## config.mk

```make
export PLATFORM = sky130hd
export DESIGN_NAME = vga_sync_gen_flat
export DESIGN_NICKNAME = d
export VERILOG_FILES = /design/src/rtl/vga_sync_gen_if.sv /design/src/rtl/vga_sync_gen.sv /design/src/flat_wrapper.sv
export SDC_FILE = /design/constraint.sdc
export NUM_CORES = 1
export LEC_CHECK = 0
export BUFFER_PORTS_ARGS = -buffer_cell sky130_fd_sc_hd__clkbuf_2
export CAP_MARGIN = 25
export CORE_UTILIZATION = 35
export DETAILED_ROUTE_END_ITERATION = 12
export PLACE_DENSITY = 0.58
export SYNTH_ARGS = -nofsm -noshare
export SYNTH_HDL_FRONTEND = slang
export SYNTH_SLANG_ARGS = --single-unit
export TNS_END_PERCENT = 5
```

## constraint.sdc

```tcl
create_clock -name pixel_clock -period 4.8 [get_ports pixel_clock]
set_clock_uncertainty 0.1 [all_clocks]
set_input_delay 0.96 -clock pixel_clock [delete_from_list [all_inputs] [get_ports pixel_clock]]
set_output_delay 0.96 -clock pixel_clock [all_outputs]
set_load 0.02 [all_outputs]
```

## src/rtl/vga_sync_gen_if.sv

```systemverilog
// Raster timing bundle driven by vga_sync_gen and consumed by the drawing blocks.
// The master modport drives these signals; the slave modport only reads them.
interface vga_sync_gen_if;
  logic [10:0] hcount;
  logic [10:0] vcount;
  logic        blank;
  logic        hsync;
  logic        vsync;
  logic        frame_start;
  logic        move_clock;

  modport master (output hcount, vcount, blank, hsync, vsync, frame_start, move_clock);
  modport slave  (input  hcount, vcount, blank, hsync, vsync, frame_start, move_clock);
endinterface

```

## src/rtl/vga_sync_gen.sv

```systemverilog
// VGA raster generator: pixel/line counters, blank, h/v sync, a frame-start strobe
// and the free-running move_clock square wave used by the sprite/player logic.
module vga_sync_gen #(
  parameter int unsigned CLK_DIV     = 1,
  parameter int unsigned H_ACTIVE    = 640,
  parameter int unsigned H_FP        = 16,
  parameter int unsigned H_SYNC      = 96,
  parameter int unsigned H_BP        = 48,
  parameter int unsigned V_ACTIVE    = 480,
  parameter int unsigned V_FP        = 10,
  parameter int unsigned V_SYNC      = 2,
  parameter int unsigned V_BP        = 33,
  parameter bit          SYNC_ACTIVE = 1'b0,
  parameter int unsigned MOVE_HALF   = 100000
) (
  input  logic           pixel_clock,
  input  logic           reset_n,
  vga_sync_gen_if.master vga
);

  localparam int unsigned H_TOTAL = H_ACTIVE + H_FP + H_SYNC + H_BP;
  localparam int unsigned V_TOTAL = V_ACTIVE + V_FP + V_SYNC + V_BP;
  localparam int unsigned DivW    = (CLK_DIV > 1) ? $clog2(CLK_DIV) : 1;
  localparam int unsigned MoveW   = (MOVE_HALF > 1) ? $clog2(MOVE_HALF) : 1;

  localparam logic [DivW-1:0]  DivLast  = DivW'(CLK_DIV - 1);
  localparam logic [MoveW-1:0] MoveLast = MoveW'(MOVE_HALF - 1);
  localparam logic [10:0]      HLast    = 11'(H_TOTAL - 1);
  localparam logic [10:0]      VLast    = 11'(V_TOTAL - 1);

  // 12-bit thresholds so a region ending exactly at 2048 still compares correctly.
  localparam logic [11:0] HActEnd  = 12'(H_ACTIVE);
  localparam logic [11:0] HSyncBeg = 12'(H_ACTIVE + H_FP);
  localparam logic [11:0] HSyncEnd = 12'(H_ACTIVE + H_FP + H_SYNC);
  localparam logic [11:0] VActEnd  = 12'(V_ACTIVE);
  localparam logic [11:0] VSyncBeg = 12'(V_ACTIVE + V_FP);
  localparam logic [11:0] VSyncEnd = 12'(V_ACTIVE + V_FP + V_SYNC);

  if (H_TOTAL > 2048 || H_TOTAL == 0) begin : g_bad_h_total
    $error("vga_sync_gen: H_TOTAL must be in 1..2048");
  end
  if (V_TOTAL > 2048 || V_TOTAL == 0) begin : g_bad_v_total
    $error("vga_sync_gen: V_TOTAL must be in 1..2048");
  end

  logic [DivW-1:0]  div_q, div_d;
  logic [MoveW-1:0] move_cnt_q, move_cnt_d;
  logic [10:0]      hcount_q, hcount_d;
  logic [10:0]      vcount_q, vcount_d;
  logic             blank_q, blank_d;
  logic             hsync_q, hsync_d;
  logic             vsync_q, vsync_d;
  logic             frame_start_q, frame_start_d;
  logic             move_clock_q, move_clock_d;
  logic             pix_en, h_wrap, v_wrap;

  always_comb begin
    pix_en = (div_q == DivLast);
    div_d  = pix_en ? '0 : div_q + DivW'(1);
    h_wrap = (hcount_q == HLast);
    v_wrap = (vcount_q == VLast);
  end

  always_comb begin
    hcount_d = hcount_q;
    vcount_d = vcount_q;
    if (pix_en) begin
      if (h_wrap) begin
        hcount_d = '0;
        vcount_d = v_wrap ? '0 : vcount_q + 11'd1;
      end else begin
        hcount_d = hcount_q + 11'd1;
      end
    end
  end

  // Flags are decoded from the next counter values so they register in step with them.
  always_comb begin
    blank_d       = ({1'b0, hcount_d} >= HActEnd) || ({1'b0, vcount_d} >= VActEnd);
    hsync_d       = (({1'b0, hcount_d} >= HSyncBeg) && ({1'b0, hcount_d} < HSyncEnd)) ?
                    SYNC_ACTIVE : ~SYNC_ACTIVE;
    vsync_d       = (({1'b0, vcount_d} >= VSyncBeg) && ({1'b0, vcount_d} < VSyncEnd)) ?
                    SYNC_ACTIVE : ~SYNC_ACTIVE;
    frame_start_d = pix_en && h_wrap && v_wrap;
  end

  always_comb begin
    if (move_cnt_q == MoveLast) begin
      move_cnt_d   = '0;
      move_clock_d = ~move_clock_q;
    end else begin
      move_cnt_d   = move_cnt_q + MoveW'(1);
      move_clock_d = move_clock_q;
    end
  end

  always_ff @(posedge pixel_clock) begin
    if (!reset_n) begin
      div_q         <= '0;
      move_cnt_q    <= '0;
      hcount_q      <= '0;
      vcount_q      <= '0;
      blank_q       <= 1'b0;
      hsync_q       <= ~SYNC_ACTIVE;
      vsync_q       <= ~SYNC_ACTIVE;
      frame_start_q <= 1'b0;
      move_clock_q  <= 1'b0;
    end else begin
      div_q         <= div_d;
      move_cnt_q    <= move_cnt_d;
      hcount_q      <= hcount_d;
      vcount_q      <= vcount_d;
      blank_q       <= blank_d;
      hsync_q       <= hsync_d;
      vsync_q       <= vsync_d;
      frame_start_q <= frame_start_d;
      move_clock_q  <= move_clock_d;
    end
  end

  assign vga.hcount      = hcount_q;
  assign vga.vcount      = vcount_q;
  assign vga.blank       = blank_q;
  assign vga.hsync       = hsync_q;
  assign vga.vsync       = vsync_q;
  assign vga.frame_start = frame_start_q;
  assign vga.move_clock  = move_clock_q;

endmodule

```

## src/flat_wrapper.sv

```systemverilog
// flat-port wrapper written by rule: the top's interface ports become plain ports
module vga_sync_gen_flat 
#(
  parameter int unsigned CLK_DIV     = 1,
  parameter int unsigned H_ACTIVE    = 640,
  parameter int unsigned H_FP        = 16,
  parameter int unsigned H_SYNC      = 96,
  parameter int unsigned H_BP        = 48,
  parameter int unsigned V_ACTIVE    = 480,
  parameter int unsigned V_FP        = 10,
  parameter int unsigned V_SYNC      = 2,
  parameter int unsigned V_BP        = 33,
  parameter bit          SYNC_ACTIVE = 1'b0,
  parameter int unsigned MOVE_HALF   = 100000
)
  (pixel_clock, reset_n, vga_hcount, vga_vcount, vga_blank, vga_hsync, vga_vsync, vga_frame_start, vga_move_clock);
  vga_sync_gen_if vga_i ();
  input  logic pixel_clock;
  input  logic reset_n;
  output wire logic [$bits(vga_i.hcount)-1:0] vga_hcount;
  output wire logic [$bits(vga_i.vcount)-1:0] vga_vcount;
  output wire logic [$bits(vga_i.blank)-1:0] vga_blank;
  output wire logic [$bits(vga_i.hsync)-1:0] vga_hsync;
  output wire logic [$bits(vga_i.vsync)-1:0] vga_vsync;
  output wire logic [$bits(vga_i.frame_start)-1:0] vga_frame_start;
  output wire logic [$bits(vga_i.move_clock)-1:0] vga_move_clock;
  assign vga_hcount = vga_i.hcount;
  assign vga_vcount = vga_i.vcount;
  assign vga_blank = vga_i.blank;
  assign vga_hsync = vga_i.hsync;
  assign vga_vsync = vga_i.vsync;
  assign vga_frame_start = vga_i.frame_start;
  assign vga_move_clock = vga_i.move_clock;
  vga_sync_gen #(.CLK_DIV(CLK_DIV), .H_ACTIVE(H_ACTIVE), .H_FP(H_FP), .H_SYNC(H_SYNC), .H_BP(H_BP), .V_ACTIVE(V_ACTIVE), .V_FP(V_FP), .V_SYNC(V_SYNC), .V_BP(V_BP), .SYNC_ACTIVE(SYNC_ACTIVE), .MOVE_HALF(MOVE_HALF)) u_core (.pixel_clock(pixel_clock), .reset_n(reset_n), .vga(vga_i));
endmodule
```

==> metrics.txt <==
outcome=finished clean; RSZ-0062 raised after global routing=no; initial antenna violation count=0; CP Capture Type=flop; setup TNS=0 ns; Rows=28; LEAKAGE=0.948 nW; area of the multi-input gates=roughly 1200 um2; FF-to-FF path depth=7; VDD IR-drop max=about 0.15 mV; Fin. Hold Viols=0; FILL cells=612; Worst Path Required=about 5 ns; r2r setup slk=between 2 and 2.5 ns; mean post-synth cell area=about 9.0 um2; Num CTS Buffers=5; vias in the first global route=roughly 1600; yosys warns=0; Nets=between 200 and 300; first-pass GRT wire length=between 7 and 8 mm; gr usage total=~15%; number of synthesized flops with an enable pin=0; Antenna Nets Post-Route=0; HP Start=u_core.move_cnt_q[0]; CP arrival=2.54 ns; Mapped Area=roughly 2200 um2; first-pass iteration count of the detailed router=4; HPWL after detailed placement=a little over 3 mm; Post-CTS Hold Buffers=0; initial DRC count=~100; Post-synth ARST share=0%; Antenna Cells=0; Hold Path Cell Cnt=1; total gr overflow=0; period utilisation layout=around 50%; total power=692 uW; Die Span X=around 80 um; post-CTS resize count=0; final setup margin=approximately 2.4 ns; Post-route DRC=0; Die ar.=about 6600 um2; Min-Delay Path Class=reg -> reg; clock latency on the worst-skew pair=approximately 0.3 ns; share of cells above drive strength 1=between 15 and 20%; starting density of the core=between 30% and 40%; FF+latch area=around 900 um2; CTS max path bufs=2; Syn Inst Count=245; Final Max Tran Viols=0; Root Driver=clkbuf_8; die height=just over 80 um; PD cells=277 nW/um2; drt via density=~5.0; CTS tree=done; fmax=roughly 0.42 GHz; Min-Delay Endpoint=u_core.move_cnt_q[0]; CTS sink count=45; CP startpoint kind=flop; synthesis-to-finish area growth=13.2%; Clock transition at path regs=0.09 ns; worst reg2reg startpoint=u_core.vga.hcount[0]; crit-path max FO=12; Worst-Margin Slew=0.559 ns; Tmin final=2.39 ns; max_slew headroom=a little over three fifths; capturing point of the worst reg2reg path=u_core.vga.blank; Final Wtd Congestion=roughly 0.80; Crit Path Category=reg -> reg; Post-CTS Repair Setup Buffers=0; Vias=~1700; syn nets=251; DRT Wirelength=4.32 mm; max-cap violations=0; largest net degree at the start of global routing=18; Boundary Pins=29; Min Hold Slack=0.370 ns; Distinct cells, synth=between 40 and 50; Synth Flop Type=dfxtp_1; utilization after layout=a little over two fifths; CTS H-tree depth=2; core box area=between 5000 and 6000 um2; # port buffers=28; worst slack, placed=about 2.4 ns; sequential-to-total area share from yosys stat=between 40% and 50%; number of synthesized register bits=45; Setup-failing EPs final=0; Routed WL per cell=approximately 12 um
-- flip-flops by register name (all words and copies together) (netlist names) --
register                count
u_core.move_cnt_q          17
u_core.vga.vsync            1
u_core.vga.blank            1
u_core.vga.hcount          11
u_core.vga.frame_start      1
u_core.div_q                1
u_core.vga.hsync            1
u_core.vga.move_clock       1
u_core.vga.vcount          11
-- metrics by stage --
step                instance area, um2  cells
floorplan                         2200    245
global placement                  2380    340
detailed placement                2380    340
CTS                               2500    348
global route                      2500    348
finish                            2500    348
-- cells in the final DEF, fill, tap and decap left out, drive strengths merged, types with 2 or more instances in the layout --
cell	n
dfxtp	45
nor2	35
clkbuf	33
xor2	20
nand2	17
xnor2	13
nand3	12
nor3	11
and2	9
nand4	9
inv	7
o21ai	7
a21oi	6
nor4	5
nor2b	4
ha	4
and3	4
nand4b	3
a21o	2
o31a	2
or3	2
a21boi	2
nand2b	2
-- synthesized netlist by cell type (2+ instances only) --
cell type | count | area share [%]
nand2_1 | 17 | 2.9
nand3_1 | 11 | 2.5
nand4b_1 | 3 | 1.2
xnor2_1 | 13 | 5.2
nor4_1 | 3 | 0.85
inv_1 | 7 | 1.2
ha_1 | 4 | 2.3
nor2_1 | 35 | 6.0
nand4_1 | 9 | 2.6
nor4_4 | 2 | 1.9
nor3_1 | 9 | 2.0
a21o_1 | 2 | 0.68
dfxtp_1 | 45 | 41
or3_1 | 2 | 0.57
and3_1 | 3 | 0.85
o21ai_1 | 2 | 0.45
clkbuf_1 | 3 | 0.51
o21ai_0 | 4 | 0.91
xor2_1 | 20 | 7.9
a21boi_1 | 2 | 0.68
nor3_2 | 2 | 0.91
o31a_1 | 2 | 0.79
nor2b_1 | 4 | 1.1
a21oi_1 | 6 | 1.4
buf_6 | 3 | 1.5
and2_1 | 9 | 2.6
-- critical path, cell delays in order (launching register included) --
cell	delay (ns)
dfxtp_1	0.42
ha_1	0.24
nand2b_4	0.10
or4_4	0.65
nor3_2	0.29
nor3_1	0.07
a311oi_1	0.29
o31a_1	0.17
-- metal layers --
layer	vias to the layer above	part of all wire [%]	track usage (%)
met5	-	0	0
met4	0	1.3	5.36
met3	8	3.4	3.37
met2	29	45	23.7
met1	793	50	18.6
li1	897	-	-
-- worst max path at each step --
stage / from / end / slack, ns
after floorplan: u_core.vga.hcount[0] / u_core.vga.blank / 2.48
after global placement: u_core.vga.hcount[0] / u_core.vga.blank / 2.48
after detailed placement: u_core.vga.hcount[0] / u_core.vga.blank / 2.43
after CTS: u_core.vga.hcount[0] / u_core.vga.blank / 2.42
after global routing: u_core.vga.hcount[0] / u_core.vga.blank / 2.30
final: u_core.vga.hcount[0] / u_core.vga.blank / 2.41
-- cell families (layout without fill, tap and decap cells) --
logic type	count (synthesis)	after routing	synth area share (%)
simple gates	121	121	31.7
flops	45	45	40.9
other cells	1	1	0.170
fa+ha+maj	4	4	2.27
xor+xnor	33	33	13.1
compound gates	25	25	7.61
mux	1	1	0.454
buf+inv	15	43	3.80
-- power by group --
part | switching (mW) | total, mW | internal, mW
logic | 0.0129 | 0.0202 | 0.00728
registers | 0.00525 | 0.383 | 0.377
clock network | 0.133 | 0.289 | 0.156
total | 0.151 | 0.692 | 0.540
-- layout make-up --
cell class,instances,area share [%]
multi-input cells,185,48.9
flip-flops and latches,45,36.1
repair buffers,28,5.61
well taps,75,3.76
clock buffers,5,2.76
clock inverters,3,1.85
inverters,7,1.05
Note: power is estimated with default switching activity, not from simulation.
